--- config.mk ---
export PLATFORM = sky130hd
export DESIGN_NAME = reg_file_param
export DESIGN_NICKNAME = d
export VERILOG_FILES = /design/src/rtl/reg_file_pkg.sv /design/src/rtl/reg_file_wr_decoder.sv /design/src/rtl/reg_file_param.sv
export SDC_FILE = /design/constraint.sdc
export NUM_CORES = 2
export LEC_CHECK = 0
export CORE_ASPECT_RATIO = 1.4
export CORE_MARGIN = 5
export CORE_UTILIZATION = 30
export CTS_CLUSTER_SIZE = 12
export DETAILED_ROUTE_END_ITERATION = 8
export GPL_TIMING_DRIVEN = 0
export PLACE_DENSITY_LB_ADDON = 0.12
export SKIP_LAST_GASP = 1
export SYNTH_ARGS = -nofsm -noshare
export SYNTH_HDL_FRONTEND = slang
export SYNTH_SLANG_ARGS = --single-unit
--- constraint.sdc ---
create_clock -name clk -period 3.2 [get_ports clk]
set_input_delay 0.64 -clock clk [delete_from_list [all_inputs] [get_ports clk]]
set_output_delay 0.64 -clock clk [all_outputs]
set_load 0.05 [all_outputs]
--- src/rtl/reg_file_pkg.sv ---
// Shared constants and types for the parametrised register file.
// DEPTH is always derived from an address width through depth_of().
package reg_file_pkg;

    localparam int DATA_W_DEF = 32;
    localparam int ADDR_W_DEF = 5;

    typedef enum logic {
        IDLE  = 1'b0,
        CLEAR = 1'b1
    } clr_state_t;

    function automatic int depth_of(input int aw);
        return 1 << aw;
    endfunction

    localparam int DEPTH_DEF = depth_of(ADDR_W_DEF);

endpackage

--- src/rtl/reg_file_wr_decoder.sv ---
// Enable-gated one-hot write decoder: ADDR_W address bits to 2^ADDR_W selects.
module wr_decoder #(
    parameter int ADDR_W = reg_file_pkg::ADDR_W_DEF
) (
    input  logic                          i_en,
    input  logic [ADDR_W-1:0]             i_addr,
    output logic [(1 << ADDR_W)-1:0]      o_sel
);

    always_comb begin
        o_sel = '0;
        if (i_en) begin
            o_sel[i_addr] = 1'b1;
        end
    end

endmodule

--- src/rtl/reg_file_param.sv ---
// Register file with two combinational read ports, optional write bypass,
// optional hardwired-zero entry 0 and a one-entry-per-cycle bulk-clear sweep.
module reg_file_param
    import reg_file_pkg::*;
#(
    parameter int DATA_W   = DATA_W_DEF,
    parameter int ADDR_W   = ADDR_W_DEF,
    parameter int ZERO_REG = 1,
    parameter int BYPASS   = 1
) (
    input  logic              clk,
    input  logic              rst,
    input  logic              writeEn,
    input  logic [ADDR_W-1:0] RegNum,
    input  logic [DATA_W-1:0] RegData,
    input  logic [ADDR_W-1:0] rdNumA,
    output logic [DATA_W-1:0] rdDataA,
    input  logic [ADDR_W-1:0] rdNumB,
    output logic [DATA_W-1:0] rdDataB,
    input  logic              clearReq,
    output logic              busy,
    output clr_state_t        dbg_state
);

    localparam int DEPTH = depth_of(ADDR_W);
    localparam logic [ADDR_W-1:0] LAST_IDX = ADDR_W'(DEPTH - 1);

    logic [DATA_W-1:0] r_mem [DEPTH];
    clr_state_t        r_state;
    clr_state_t        w_state_nxt;
    logic [ADDR_W-1:0] r_ptr;
    logic [ADDR_W-1:0] w_ptr_nxt;
    logic              w_busy;
    logic              w_wr_en;
    logic [DEPTH-1:0]  w_dec_sel;
    logic [DEPTH-1:0]  w_wr_sel;
    logic              w_byp_ok;

    assign w_busy    = (r_state == CLEAR);
    assign w_wr_en   = writeEn && !w_busy;
    assign busy      = w_busy;
    assign dbg_state = r_state;

    wr_decoder #(
        .ADDR_W (ADDR_W)
    ) u_wr_decoder (
        .i_en   (w_wr_en),
        .i_addr (RegNum),
        .o_sel  (w_dec_sel)
    );

    always_comb begin
        w_wr_sel = w_dec_sel;
        if (ZERO_REG != 0) begin
            w_wr_sel[0] = 1'b0;
        end
    end

    always_comb begin
        w_state_nxt = r_state;
        w_ptr_nxt   = r_ptr;
        case (r_state)
            IDLE: begin
                if (clearReq) begin
                    w_state_nxt = CLEAR;
                    w_ptr_nxt   = '0;
                end
            end
            CLEAR: begin
                w_ptr_nxt = r_ptr + ADDR_W'(1);
                if (r_ptr == LAST_IDX) begin
                    w_state_nxt = IDLE;
                end
            end
            default: w_state_nxt = IDLE;
        endcase
    end

    // Writes are already masked off while busy, so the sweep never races a write.
    always_ff @(posedge clk) begin
        if (rst) begin
            r_state <= IDLE;
            r_ptr   <= '0;
            for (int i = 0; i < DEPTH; i++) begin
                r_mem[i] <= '0;
            end
        end else begin
            r_state <= w_state_nxt;
            r_ptr   <= w_ptr_nxt;
            for (int i = 0; i < DEPTH; i++) begin
                if (w_wr_sel[i]) begin
                    r_mem[i] <= RegData;
                end
            end
            if (w_busy) begin
                r_mem[r_ptr] <= '0;
            end
        end
    end

    // Bypass source is valid only for a write that will actually land.
    assign w_byp_ok = (BYPASS != 0) && w_wr_en && !((ZERO_REG != 0) && (RegNum == '0));

    always_comb begin
        rdDataA = r_mem[rdNumA];
        if (w_byp_ok && (rdNumA == RegNum)) begin
            rdDataA = RegData;
        end
        if ((ZERO_REG != 0) && (rdNumA == '0)) begin
            rdDataA = '0;
        end
    end

    always_comb begin
        rdDataB = r_mem[rdNumB];
        if (w_byp_ok && (rdNumB == RegNum)) begin
            rdDataB = RegData;
        end
        if ((ZERO_REG != 0) && (rdNumB == '0)) begin
            rdDataB = '0;
        end
    end

endmodule

==> impl_metrics.csv <==
group,metric,value,unit
outcome,outcome,"complete, but fails checks",
outcome,violations,"max-capacitance violations, max-slew violations, negative setup slack",
clocking,cts_root_buf,"clkbuf_16",
finish,area_growth_syn_to_layout,32.1,%
clocking,holdBufCountCts,0,
synthesis,synth_edf_count,0,
detailed_routing,num_vias,57000,
detailed_routing,drtAntennaViolNets,0,
clocking,insertion_delay,0.84,ns
floorplan,start_util,0.301,
worst_setup_path,arrival,3.05,ns
finish,drive_gt1_frac,0.255,
detailed_routing,dr.pass1.iters,9,
finish,fin_area,69100,um2
synthesis,async_flop_share,0,
timing,worst_pin_slew,1.76,ns
detailed_routing,via_per_inst,6.28,
placed_design,place.gp.congestion,1.12,
placed_design,place_area,56500,um2
timing,min_period,3.69,ns
synthesis,syn_nets,6213,
clocking,cts-htree-levels,3,
detailed_routing,wl,389000,um
synthesis,ys_ff_latch,998,
synthesis,syn_area_per_cell,8.49,um2
timing,whs,0.182,ns
worst_setup_path,crit_type,"input pin to output pin",
synthesis,synth_area,52300,um2
worst_setup_path,start_kind,"input pin",
synthesis,synth_cell_types,73,
placed_design,dp_hpwl,278000,um
synthesis,synthFlopType,"dfxtp_1",
global_routing,grt_max_degree,15,
power_and_ir_drop,ir_drop,0.000457,V
worst_setup_path,worstPathRequired,2.56,ns
flow_run,maxCapViolCount,6,
clocking,cts-buffers-inserted,112,
worst_setup_path,path_max_fanout,6,
floorplan,fp.coreArea,174000,um2
synthesis,synthTopCellsByCount,"nand2_1 (2139), a21oi_1 (1061), dfxtp_1 (998)",
finish,fin_cells,9071,
worst_setup_path,crit_chain,"buf_12 -> buf_12 -> buf_16 -> buf_12 -> buf_16 -> mux4_2 -> nor2_2 -> o31a_1 -> o41ai_4 -> buf_6",
worst_setup_path,reg2reg_slack,-0.19,ns
global_routing,overflow,0,
clocking,clock-sinks,998,
hold_path,hp-class,"input pin to register",
timing,finalMaxSlewViolations,30,
global_routing,antenna_found_initial,48,
global_routing,grt_use_total,0.404,
timing,skew,0.0588,ns
worst_setup_path,cp-end-kind,"output pin",
timing,period_share,1.15,
detailed_routing,drc_errors,0,
power_and_ir_drop,p_leak,23.3,nW
placed_design,dp_cells,8533,
floorplan,num_rows,181,
timing,hold_viol,0,
floorplan,dieArea,183000,um2
detailed_routing,wl_per_cell,42.9,um
clocking,cts_tree,"built",
global_routing,grt_pass1_vias,50900,
finish,nets,6709,
synthesis,yosys.area.top_type,"dfxtp_1",
global_routing,grt_pass1_wl,493000,um
placed_design,port_buffers,76,
worst_setup_path,crit_path_top_delay_cell,"o41ai_4",
floorplan,die_w,363,um
floorplan,die_y,504,um
synthesis,ys_seq_area_frac,0.382,
synthesis,synthDominantCellAreaShare,0.382,
finish,utilization,0.398,
clocking,cts.clk_slew.worst_paths,0.06,ns
timing,setup_viol,273,
synthesis,synthCells,6157,
timing,fmax,271,MHz
timing,fin_ws,-0.485,ns
timing,rsz0062_at_grt,"true",
worst_setup_path,cpPeakStageDelay,0.55,ns
detailed_routing,drtIter0Drc,8896,
synthesis,synth.area.top_cells,"dfxtp_1 (38%), mux4_2 (15%), nand2_1 (15%)",
synthesis,post-synth-top-count-cell,"nand2_1",
timing,relSlewSlack,-0.172,
floorplan,ioPinCount,117,
power_and_ir_drop,powerDensity,473,nW/um2
synthesis,ys_warn_count,0,
clocking,cts.path.max_buffers,3,
worst_setup_path,path_common_cell,"buf_12",
==> layout by cell type (no fill, tap or decap), types with 24 or more instances in the layout <==
master / instances
nor2b_1: 34
clkbuf_8: 39
buf_12: 108
a21oi_1: 1042
clkbuf_1: 334
o22ai_1: 47
mux2_2: 90
nor2_1: 69
nand2_1: 2118
buf_16: 76
clkbuf_16: 137
mux2i_1: 158
buf_4: 226
dfxtp_1: 994
mux4_2: 357
buf_6: 81
buf_2: 93
nor2_2: 24
buf_8: 47
diode_2: 42
==> timing repair <==
action                                   CTS  global route
gates resized for setup                 1160           500
endpoints found under the setup margin   368           398
pin swaps                                 50           117
buffers inserted                          94           189
gates cloned                               5            16
==> final timing paths <==
kind | startpoint | cells after the start | end
worst max register to register | r_ptr[0]$_SDFFE_PP0P_ | 5 | r_mem[15][19]$_SDFFE_PP0P_
worst min register to register | r_mem[6][14]$_SDFFE_PP0P_ | 2 | r_mem[6][14]$_SDFFE_PP0P_
worst min-delay path | RegData[3] | 3 | r_mem[8][3]$_SDFFE_PP0P_
worst max-delay path | rdNumB[1] | 10 | rdDataB[1]
==> cell type report <==
type                       count  area [um2]
inverter                       5        38.8
sequential                   998       20000
buffer                       629        5760
antenna                       42         105
timing repair buffer         393        4580
clock buffer                 166        3300
fill                       17500      105000
tap                         2287        2860
clock inverter                37         544
multi-input combinational   4514       31900
==> metal layers <==
layer	up-vias	track usage	routed length [um]
li1	22600	-	-
met1	28300	0.468	135000
met2	4587	0.584	162000
met3	1540	0.141	45900
met4	16	0.366	46200
met5	-	0	112
==> flip-flops by register name, indices dropped and copies added (netlist names) <==
name   count
busy       1
r_mem    992
r_ptr      5
==> through the flow <==
stage | setup TNS [ns] | setup slack [ns] | power, mW
floorplan | -1.67 | -0.363 | 14.8
global placement | -877.20 | -3.89 | 17.1
detailed placement | -763.87 | -3.65 | 17.1
CTS | -39.31 | -0.453 | 31.6
global route | -17.17 | -0.415 | 32.9
finish | -37.27 | -0.485 | 32.7
==> cell families after synthesis <==
kind of cell	after synthesis	share of synthesized area
AOI/OAI and AO/OA	1446	0.160
xor gates and xnor gates	10	0.00167
buffers and inverters	645	0.0627
adders and majority gates	5	0.00120
muxes	646	0.211
and+or+nand+nor	2407	0.181
DFF	998	0.382
==> critical path: cells and delay by family <==
kind,cells,cell delay (ns)
AO/OA/AOI/OAI,2,0.94
buffers and inverters,6,0.96
multiplexers,1,0.38
AND/OR/NAND/NOR,1,0.09
==> report_power, final <==
group / leakage [nW] / total, mW / internal [mW] / switching [mW]
registers: 8.04 / 12.6 / 12.5 / 0.0699
logic: 13.4 / 5.84 / 1.86 / 3.98
clock network: 1.89 / 14.3 / 8.13 / 6.15
Note: power is estimated with default switching activity, not from simulation.
